### src/rtl/toggle_fault_monitor.sv
// Checker for a toggling register array: predicts each register's next value from
// its previous value and enable, then records which registers faulted, when, and how often.

module toggle_fault_lane (
   input  logic clk,
   input  logic reset,
   input  logic en,
   input  logic q,
   output logic fv
);
   logic q_prev;
   logic en_prev;
   logic exp_q;

   // History is tracked in every state so it is valid by the time monitoring starts.
   always_ff @(posedge clk) begin
      if (reset) begin
         q_prev  <= 1'b0;
         en_prev <= 1'b0;
      end else begin
         q_prev  <= q;
         en_prev <= en;
      end
   end

   // An enabled register must invert; a disabled one must read 0.
   assign exp_q = en_prev ? ~q_prev : 1'b0;
   assign fv    = q ^ exp_q;
endmodule

module toggle_fault_monitor #(
   parameter int N_REGS        = 8,
   parameter int CNT_W         = 16,
   parameter int TS_W          = 32,
   parameter bit HALT_ON_FIRST = 1'b0,
   localparam int IDX_W        = $clog2(N_REGS)
) (
   input  logic              clk,
   input  logic              reset,
   input  logic              arm,
   input  logic              clear,
   input  logic [N_REGS-1:0] reg_en,
   input  logic [N_REGS-1:0] reg_q,
   output logic              busy,
   output logic              halted,
   output logic              fault_flag,
   output logic [N_REGS-1:0] fault_mask,
   output logic [IDX_W-1:0]  first_idx,
   output logic [TS_W-1:0]   first_ts,
   output logic [CNT_W-1:0]  fault_count
);
   typedef enum logic [1:0] {
      S_IDLE    = 2'd0,
      S_SETTLE  = 2'd1,
      S_MONITOR = 2'd2,
      S_HALTED  = 2'd3
   } state_t;

   state_t            state;
   state_t            state_nxt;
   logic              wipe;
   logic              hit;
   logic              first_seen;
   logic [TS_W-1:0]   ts;
   logic [N_REGS-1:0] fv_raw;
   logic [IDX_W-1:0]  low_idx;

   genvar gi;
   generate
      for (gi = 0; gi < N_REGS; gi++) begin : g_lane
         toggle_fault_lane u_lane (
            .clk   (clk),
            .reset (reset),
            .en    (reg_en[gi]),
            .q     (reg_q[gi]),
            .fv    (fv_raw[gi])
         );
      end
   endgenerate

   assign hit = (state == S_MONITOR) && (fv_raw != '0);

   // Descending scan so the lowest set bit is the one left standing.
   always_comb begin
      low_idx = '0;
      for (int i = N_REGS - 1; i >= 0; i--) begin
         if (fv_raw[i]) low_idx = IDX_W'(i);
      end
   end

   always_ff @(posedge clk) begin
      if (reset) state <= S_IDLE;
      else       state <= state_nxt;
   end

   always_comb begin
      state_nxt = state;
      wipe      = 1'b0;
      case (state)
         S_IDLE:    ;
         S_SETTLE:  state_nxt = S_MONITOR;
         S_MONITOR: if (HALT_ON_FIRST && hit) state_nxt = S_HALTED;
         S_HALTED:  ;
         default:   state_nxt = S_IDLE;
      endcase
      if (arm) begin
         state_nxt = S_SETTLE;
         wipe      = 1'b1;
      end
      // clear overrides a simultaneous arm
      if (clear) begin
         state_nxt = S_IDLE;
         wipe      = 1'b1;
      end
   end

   always_ff @(posedge clk) begin
      if (reset || wipe) begin
         ts          <= '0;
         first_seen  <= 1'b0;
         fault_mask  <= '0;
         first_idx   <= '0;
         first_ts    <= '0;
         fault_count <= '0;
      end else if (state == S_SETTLE) begin
         ts <= '0;
      end else if (state == S_MONITOR) begin
         if (ts != '1) ts <= ts + 1'b1;
         if (hit) begin
            fault_mask <= fault_mask | fv_raw;
            if (fault_count != '1) fault_count <= fault_count + 1'b1;
            if (!first_seen) begin
               first_seen <= 1'b1;
               first_idx  <= low_idx;
               first_ts   <= ts;
            end
         end
      end
   end

   assign busy       = (state == S_SETTLE) || (state == S_MONITOR);
   assign halted     = (state == S_HALTED);
   assign fault_flag = (fault_mask != '0);
endmodule
### config.mk
export PLATFORM = sky130hd
export DESIGN_NAME = toggle_fault_monitor
export DESIGN_NICKNAME = d
export VERILOG_FILES = /design/src/rtl/toggle_fault_monitor.sv
export SDC_FILE = /design/constraint.sdc
export NUM_CORES = 1
export LEC_CHECK = 0
export ABC_AREA = 1
export BUFFER_PORTS_ARGS = -buffer_cell sky130_fd_sc_hd__buf_2
export CAP_MARGIN = 20
export CORE_ASPECT_RATIO = 0.9
export CORE_MARGIN = 3
export CORE_UTILIZATION = 39
export DETAILED_ROUTE_END_ITERATION = 7
export PLACE_DENSITY = 0.64
export SLEW_MARGIN = 40
export SYNTH_ARGS = -nofsm -noshare
export SYNTH_HDL_FRONTEND = slang
export SYNTH_SLANG_ARGS = --single-unit
export TNS_END_PERCENT = 20
### constraint.sdc
create_clock -name clk -period 1.99 [get_ports clk]
set_input_delay 0.0995 -clock clk [delete_from_list [all_inputs] [get_ports clk]]
set_output_delay 0.0995 -clock clk [all_outputs]
set_load 0.01 [all_outputs]
## Yosys cells after proc, flatten, opt, wreduce, memory -nomap -nowiden

Index checks and enable logic that the tools add are counted.

- Eq/ne operators: 5
- Multiplexer cells: 20
- Add/sub/neg operators: 2
- Reductions and logical operators: 13
- Bitwise gates (word level): 19

Operators by type and width:

| operator | count |
|---|---|
| 32-bit by 1-bit adder with 32-bit output (second input constant) | 1 |
| 32-bit != test (second input constant) | 1 |
| 3-bit two-way mux | 8 |
| 16-bit by 1-bit adder with 16-bit output (second input constant) | 1 |
| 16-bit != test (second input constant) | 1 |
| 8-bit nonzero test | 2 |
| 1-bit two-way mux | 12 |
| 1-bit inverter | 10 |
| 8-bit bitwise OR | 1 |
| 4-bit AND reduction | 2 |
| 1-bit bitwise XOR | 8 |
| 2-bit == test (second input constant) | 2 |
| 2-bit OR reduction | 2 |
| 3-bit AND reduction | 1 |
| 3-bit OR reduction | 1 |
| 2-bit by 1-bit == test with 1-bit output (second input constant) | 1 |
| 1-bit logical OR | 2 |
| 2-bit AND reduction | 1 |
| 2-bit nonzero test | 1 |
| 1-bit logical AND | 1 |

- Register bits after elaboration: 110
- Input port bits: 20
- Output and inout port bits: 62
- Logic and storage cells: 83

## Longest topological paths before layout

Gate-level depths: netlist of run 1.

- Depth after elaboration: 11
- Mapped depth: 13
- Gate-level depth less buffers: 13

## Modules after synthesis

From an unflattened synthesis of run 1, not the netlist that was laid out.

- Cells, all modules: 768
- Area, all modules: 5,231.3 µm²

Modules (own cells, without submodules):

| module | cells each | area each (µm²) | seq. area each (µm²) | instances |
|---|---|---|---|---|
| toggle_fault_monitor | 680 | 4,630.7 | 1,881.8 | 1 |
| toggle_fault_lane | 11 | 75.1 | 40.0 | 8 |

## Worst setup path before layout of run 1

Ideal clock, no wire load.

- Kind: register to register
- Start point: reg ts[0]
- End point: reg ts[0]
- Path slack: 337 ps
- Arrival time: 1,587 ps
- Library setup time: 66 ps
- Path buffers: 2
- Data required time: 1,924 ps
- Cell stages (with the launch flop): 12
- Period minus slack after synthesis: 1,653 ps
- Cell sequence: dfxtp_1 -> ha_1 -> inv_1 -> nor2_4 -> nand2_4 -> nor2_4 -> nand2_1 -> nand2_2 -> buf_6 -> buf_8 -> nand2_1 -> a21oi_2

- Longest elaborated chain between the ends: 2
- Elaborated cells between the ends (all ways): 3
- Those cells by class: add/sub (1); eq/ne (1); reduce/logical (1)

RTL lines:

| item | RTL line | source |
|---|---|---|
| from (decl) | 64 | `logic [TS_W-1:0] ts;` |
| from (signal assigned) | 128 | `if (ts != '1) ts <= ts + 1'b1;` |
| parallel branches: the longest is 2 deep, another holds 32-bit by 1-bit adder with 32-bit output | n/a |  |

Several ways; the timed one is not identified.
A chain may end at the register's enable or synchronous reset.

## Final worst setup path of run 1

- Start point: in reg_q[2]
- End point: reg first_ts[16]

- Longest elaborated chain between the ends: 4

RTL lines:

| item | RTL line | source |
|---|---|---|
| from (decl) | 43 | `input logic [N_REGS-1:0] reg_q,` |
| 1-bit bitwise XOR | 28 | `assign fv = q ^ exp_q;` |
| 8-bit nonzero test | 81 | `assign hit = (state == S_MONITOR) && (fv_raw != '0);` |
| 1-bit logical AND | 81 |  |
| 4-bit AND reduction (no line) | n/a |  |
| to (signal assigned) | 135 | `first_ts <= ts;` |
| to (decl) | 49 | `output logic [TS_W-1:0] first_ts,` |

Every way passes these cells.

==> results of run 1 <==
-- logic make-up after synthesis --
| family | after synthesis | share of synthesized area, % |
|---|---|---|
| simple gates | 424 | 34.6 |
| flops | 110 | 41.2 |
| compound gates | 101 | 10.7 |
| fa+ha+maj | 5 | 1.17 |
| buf+inv | 110 | 8.62 |
| xor+xnor | 23 | 3.77 |
-- where the power goes --
part / internal [mW] / switching [mW] / leakage, nW / total (mW)
clock: 1.23 / 0.830 / 0.166 / 2.07
combinational: 0.0765 / 0.112 / 1.64 / 0.189
sequential: 2.22 / 0.00740 / 0.890 / 2.23
-- state kept, by name, indices dropped and copies added, names as in the netlist --
register / flops
g_lane.u_lane.q_prev: 8
first_idx: 3
ts: 32
fault_mask: 8
first_seen: 1
fault_count: 16
g_lane.u_lane.en_prev: 8
state: 2
first_ts: 32
-- layer usage --
layer | global-route usage, % | vias to the layer above
li1 | - | 2675
met2 | 26.9 | 123
met3 | 4.17 | 17
met1 | 27.4 | 2209
met4 | 4.90 | 0
met5 | 0 | -
-- final timing paths --
kind	slack (ns)	from	end	depth (start not counted)
min reg2reg	0.46	first_ts[31]	first_ts[31]	2
min	0.02	arm	state[0]	3
max reg2reg	0.22	state[1]	fault_count[15]	8
max	0.20	reg_q[2]	first_ts[16]	13
-- layout make-up --
| type | instances | area, sq um |
|---|---|---|
| Tap cell | 164 | 205 |
| Sequential cell | 110 | 2200 |
| Inverter | 84 | 318 |
| Clock buffer | 9 | 225 |
| Multi-Input combinational cell | 553 | 2700 |
| Fill cell | 1289 | 6420 |
| Timing Repair Buffer | 129 | 843 |
| Clock inverter | 7 | 120 |
-- cells in the final DEF, fill, tap and decap left out, types with 6 or more instances in the layout --
master	n
a21oi_1	68
a21oi_2	10
buf_2	81
buf_4	29
clkbuf_16	9
dfxtp_1	110
dlygate4sd3_1	16
inv_1	76
inv_2	7
nand2_1	252
nand2_2	6
nand3_1	36
nand4_1	11
nor2_1	76
nor2_2	6
nor3_1	14
o21a_1	8
o21ai_0	13
xnor2_1	8
xor2_1	15
-- synthesized netlist by cell type (2+ instances only) --
master / instances / area share [%]
nand3_1: 36 / 3.4
xnor2_1: 8 / 1.3
buf_6: 2 / 0.42
ha_1: 5 / 1.2
nand3b_1: 5 / 0.70
nor2_1: 76 / 5.3
xor2_1: 15 / 2.5
o21a_1: 8 / 1.1
nand3_2: 3 / 0.56
dfxtp_1: 110 / 41
a21oi_1: 68 / 6.4
nor3_1: 14 / 1.3
inv_2: 8 / 0.56
inv_1: 76 / 5.3
buf_2: 14 / 1.3
nand4_1: 11 / 1.3
a21oi_2: 11 / 1.8
nor4_1: 3 / 0.35
nor2_4: 5 / 1.1
nand2_1: 252 / 18
nand2_2: 6 / 0.70
nor2_2: 6 / 0.70
o21ai_0: 13 / 1.2
clkbuf_1: 7 / 0.49
-- stage by stage --
step	hold WS, ns	std cells	TNS (ns)
6_report	0.0158	1056	0
5_1_grt	0.0391	1056	-0.0115
4_1_cts	0.0110	1056	0
3_5_place_dp	0.304	1024	0
3_3_place_gp	0.303	1024	0
2_1_floorplan	0.206	773	0
-- tightest hold or removal path, delay by kind of cell --
kind,cells,cell delay (ns)
buf+inv,1,0.12
compound gates,1,0.04
simple gates,1,0.07
-- what timing repair did --
action / CTS / global route
hold endpoints to repair: 16 / 0
hold buffers: 16 / 0
setup endpoints to repair: 0 / 38
gates resized for setup: 0 / 7
==> flow_summary.yaml, run 1 <==
drt:
  drt-vias-per-instance: 4.76
  routed.top_layer: "met4"
  wl_um: 13400
  drtAntennaViolNets: 0
  drt_pass1_iterations: 5
  dr_wl_met2_um: 5470
  wl_per_cell_um: 12.7
  drc_errors: 0
  vias: 5024
  wl_met3_um: 773
  drt-met1-wl_um: 6970
  drt-initial-drc-count: 391
sta:
  worst_pin_slew_ns: 0.534
  max-slew-margin-rel_pct: 64.4
  slew_viol_final: 0
  min_period_ns: 1.79
  finalHoldViolCount: 0
  fin_skew_ns: 0.00879
  rsz0062_at_grt: "true"
  fin_crit_sh_pct: 90.0
  setup_slack_ns: 0.200
  setup_violations: 0
  clock.fmax_mhz: 559
critical_path:
  cp_top_family: "buffers and inverters"
  crit_arrival_ns: 2.07
  worstPathCellList: "dlygate4sd3_1, buf_2, inv_1, nand3_1, nand2_1, inv_1, nand2_1, nor2_1, nand2_2, nand3_4, inv_4, nand2_1, a21oi_1"
  crit_path_max_incr_delay_ns: 0.55
  critPathMaxFanout: 34
  crit_buf_inv: 5
  start_kind: "primary input"
  crit_required_ns: 2.27
  endpoint_kind: "flip-flop"
  cp_slowest_cell: "dlygate4sd3_1"
  crit_top_cell: "nand2_1"
  worst-setup-path-type: "primary input to flip-flop"
floorplan:
  initial_utilization_pct: 41.0
  num_rows: 39
  die_y_um: 117
  dieArea_sq_um: 15100
  die_w_um: 129
  ios: 82
  core_area_sq_um: 13000
finish:
  post-route-util_pct: 50.7
  layout-drive-gt1-share_pct: 19.5
  diodes: 0
  fin_nets: 912
  design_area_sq_um: 6610
  area_growth_pct: 23.7
power:
  ir_drop_mv: 0.379
  power_density_nw_per_um2: 678
  power_leakage_nw: 2.70
  p_total_mw: 4.48
cts:
  cts_buffers: 9
  h-tree-depth: 3
  cts_sinks: 110
  insertion_delay_ns: 0.35
  cts_setup_buffers: 0
  cts-root-buf: "clkbuf_16"
  cts_buffer_depth: 2
  cts.clk_slew.worst_paths_ns: 0.07
  cts_tree: "built"
logic_synthesis:
  yosysSeqAreaShare_pct: 41.2
  synth_ff_type: "dfxtp_1"
  synthArstFlopShare_pct: 0
  synth_nets: 798
  ys_seq_elements: 110
  synth_edf_count: 0
  syn-cell-area_sq_um: 5340
  syn_inst: 773
  synth_cell_types: 35
  synth.avg_cell_area_sq_um: 6.91
  ys_warn_count: 0
placement:
  gp_congestion: 0.958
  preCtsSetupSlack_ns: 0.121
  portBuffers: 81
  dpl.hpwl_um: 9810
  placed_area_sq_um: 6070
job:
  max_cap_viol_count: 0
min_path:
  hold_path_class: "primary input to flip-flop"
status:
  status: "completed"
global_route:
  grt_use_total_pct: 18.4
  grt_pass1_wl_um: 22500
  grt_pass1_vias: 4577
  grt_max_degree: 49
  grt.overflow.total: 0
  antenna_found_initial: 0
Power figures use the tool's default switching activity.
==> inputs of run 2 (changes only) <==
--- a/config.mk
+++ b/config.mk
@@ -12,7 +12,7 @@
 export CORE_MARGIN = 3
 export CORE_UTILIZATION = 39
 export DETAILED_ROUTE_END_ITERATION = 7
-export PLACE_DENSITY = 0.64
+export PLACE_DENSITY = 0.67
 export SLEW_MARGIN = 40
 export SYNTH_ARGS = -nofsm -noshare
 export SYNTH_HDL_FRONTEND = slang
==> constraint.sdc (replaced) <==
create_clock -name clk -period 1.6 [get_ports clk]
set_input_delay 0.08 -clock clk [delete_from_list [all_inputs] [get_ports clk]]
set_output_delay 0.08 -clock clk [all_outputs]
set_load 0.01 [all_outputs]
==> run 2 against run 1 <==
The run now ends with setup timing left. Highest routed layer unchanged. Clock skew rose by 0.00090 ns. Clock power rose by 12%. First-iteration DRC count rose by 1.8%. Via count rose by 9.8%.
==> flow_summary.yaml, run 2 (synthesis results as in run 1) <==
drt:
  drc_errors: 0
  drt_pass1_iterations: 4
  vias: 5518
  drt-initial-drc-count: 398
  drtAntennaViolNets: 0
  drt-vias-per-instance: 4.93
  wl_um: 15700
  wl_per_cell_um: 14.0
sta:
  max-slew-margin-rel_pct: 63.8
  fin_crit_sh_pct: 103
  finalHoldViolCount: 0
  setup_slack_ns: -0.0424
  rsz0062_at_grt: "true"
  min_period_ns: 1.64
  fin_skew_ns: 0.00969
  worst_pin_slew_ns: 0.543
  setup_violations: 31
  slew_viol_final: 0
  tns_ns: -0.444
  clock.fmax_mhz: 609
status:
  status: "complete, but fails checks"
  violations: "setup timing"
cts:
  cts_sinks: 110
  cts_tree: "built"
  insertion_delay_ns: 0.35
  cts-root-buf: "clkbuf_16"
  cts_buffer_depth: 2
  h-tree-depth: 3
  cts.clk_slew.worst_paths_ns: 0.07
  cts_buffers: 9
power:
  power_density_nw_per_um2: 715
  switching_share_pct: 22.8
  p_int_mw: 4.16
  combPwrFrac_pct: 5.8
  power_leakage_nw: 3.14
  power_frac_seq_pct: 51.3
  switching_power_mw: 1.23
  clkPwrFrac_pct: 42.9
  ir_drop_mv: 0.488
min_path:
  worstHoldStart: "arm"
  holdPathEnd: "state[0]"
  hold_path_class: "primary input to flip-flop"
  holdPathStages: 3
critical_path:
  endpoint_kind: "flip-flop"
  start_kind: "primary input"
  reg2reg_from: "g_lane[1].u_lane.q_prev"
  crit_arrival_ns: 1.86
  ff2ff_setup_slack_ns: -0.03
  rr_worst_depth: 12
  worst-setup-path-type: "primary input to flip-flop"
  crit_required_ns: 1.82
  regToRegEndpoint: "first_ts[31]"
  critPathMaxFanout: 8
floorplan:
  core_area_sq_um: 13000
  dieArea_sq_um: 15100
  die_w_um: 129
  ios: 82
  num_rows: 39
  die_y_um: 117
  initial_utilization_pct: 41.0
finish:
  area_growth_pct: 41.2
  final_common_cell: "nand2_1"
  reg.largest.list: "first_ts (32), ts (32), fault_count (16)"
  layout_common_cells: "214 x nand2_1, 97 x dfxtp_1, 82 x buf_4, 78 x buf_2, 69 x nor2_1"
  fin_nets: 976
  design_area_sq_um: 7540
  diodes: 0
  layout-drive-gt1-share_pct: 34.6
  fillerInstances: 1211
global_route:
  grt_pass1_wl_um: 22700
  grt_pass1_vias: 4764
  grt.overflow.total: 0
  antenna_found_initial: 0
  grt_max_degree: 49
  grt_use_total_pct: 18.7
job:
  max_cap_viol_count: 0
placement:
  placed_area_sq_um: 6520
  gp_congestion: 0.914
  dpl.hpwl_um: 10100
  portBuffers: 81
run 2: final cells by class:
type | instances | area [sq um] | share of cell area (%)
multi-input combinational | 554 | 3010 | 39.9
sequential | 110 | 2220 | 29.4
timing repair buffer | 192 | 1480 | 19.6
inverter | 84 | 330 | 4.38
clock buffer | 10 | 239 | 3.17
tap | 164 | 205 | 2.72
clock inverter | 5 | 66.3 | 0.879
run 2: what timing repair did:
action,4_1_cts,5_1_grt
endpoints found under the setup margin,38,92
buffers inserted,2,5
pin swaps,1,29
hold buffers,16,0
cloned,0,8
hold endpoints to repair,16,0
resized for setup,4,122
run 2: per-stage QoR:
step	hold slack, ns	total power [mW]	util (%)	instances	setup WS [ns]
global route	0.0541	5.57	57.9	1119	-0.162
CTS	0.0132	5.39	53.9	1109	-0.0193
finish	0.0200	5.39	57.9	1119	-0.0424
detailed placement	0.288	3.06	50.0	1076	-0.0887
global placement	0.283	3.06	50.0	1076	-0.0257
floorplan	0.187	2.97	-	773	0.0169
run 2: critical path, cell delays in order:
cell	delay, ns
dlygate4sd3_1	0.52
buf_2	0.11
inv_2	0.03
nand3_1	0.07
nand2_1	0.05
inv_1	0.08
nand2_2	0.08
nor2_4	0.12
nand2_4	0.07
nand3_4	0.19
clkinv_8	0.12
clkbuf_16	0.19
nand2_2	0.07
a21oi_1	0.06
run 2: routing by layer:
metal  up-vias  track usage [%]  share of wire [%]
met1      2536             26.5                 48
met2       156             29.0                 44
met3        27             3.81                5.7
met5         -                0                  0
li1       2799                -                  -
met4         0             5.32                2.2
run 2: worst max path at each step:
stage / start / to / depth (start not counted)
after CTS: ts[1] / ts[8] / 11
final: reg_q[5] / first_ts[31] / 14
after global placement: state[0] / fault_count[9] / 8
after floorplan: ts[1] / ts[0] / 11
after detailed placement: state[0] / fault_count[9] / 8
after global routing: g_lane[3].u_lane.q_prev / first_ts[15] / 13
run 2: power groups by stage:
stage	combinational (mW)	sequential [mW]	clock, mW
after floorplan	0.136	2.83	0
after global routing	0.341	2.77	2.46
after detailed placement	0.226	2.83	0
after global placement	0.225	2.83	0
final	0.311	2.77	2.31
after CTS	0.259	2.77	2.36
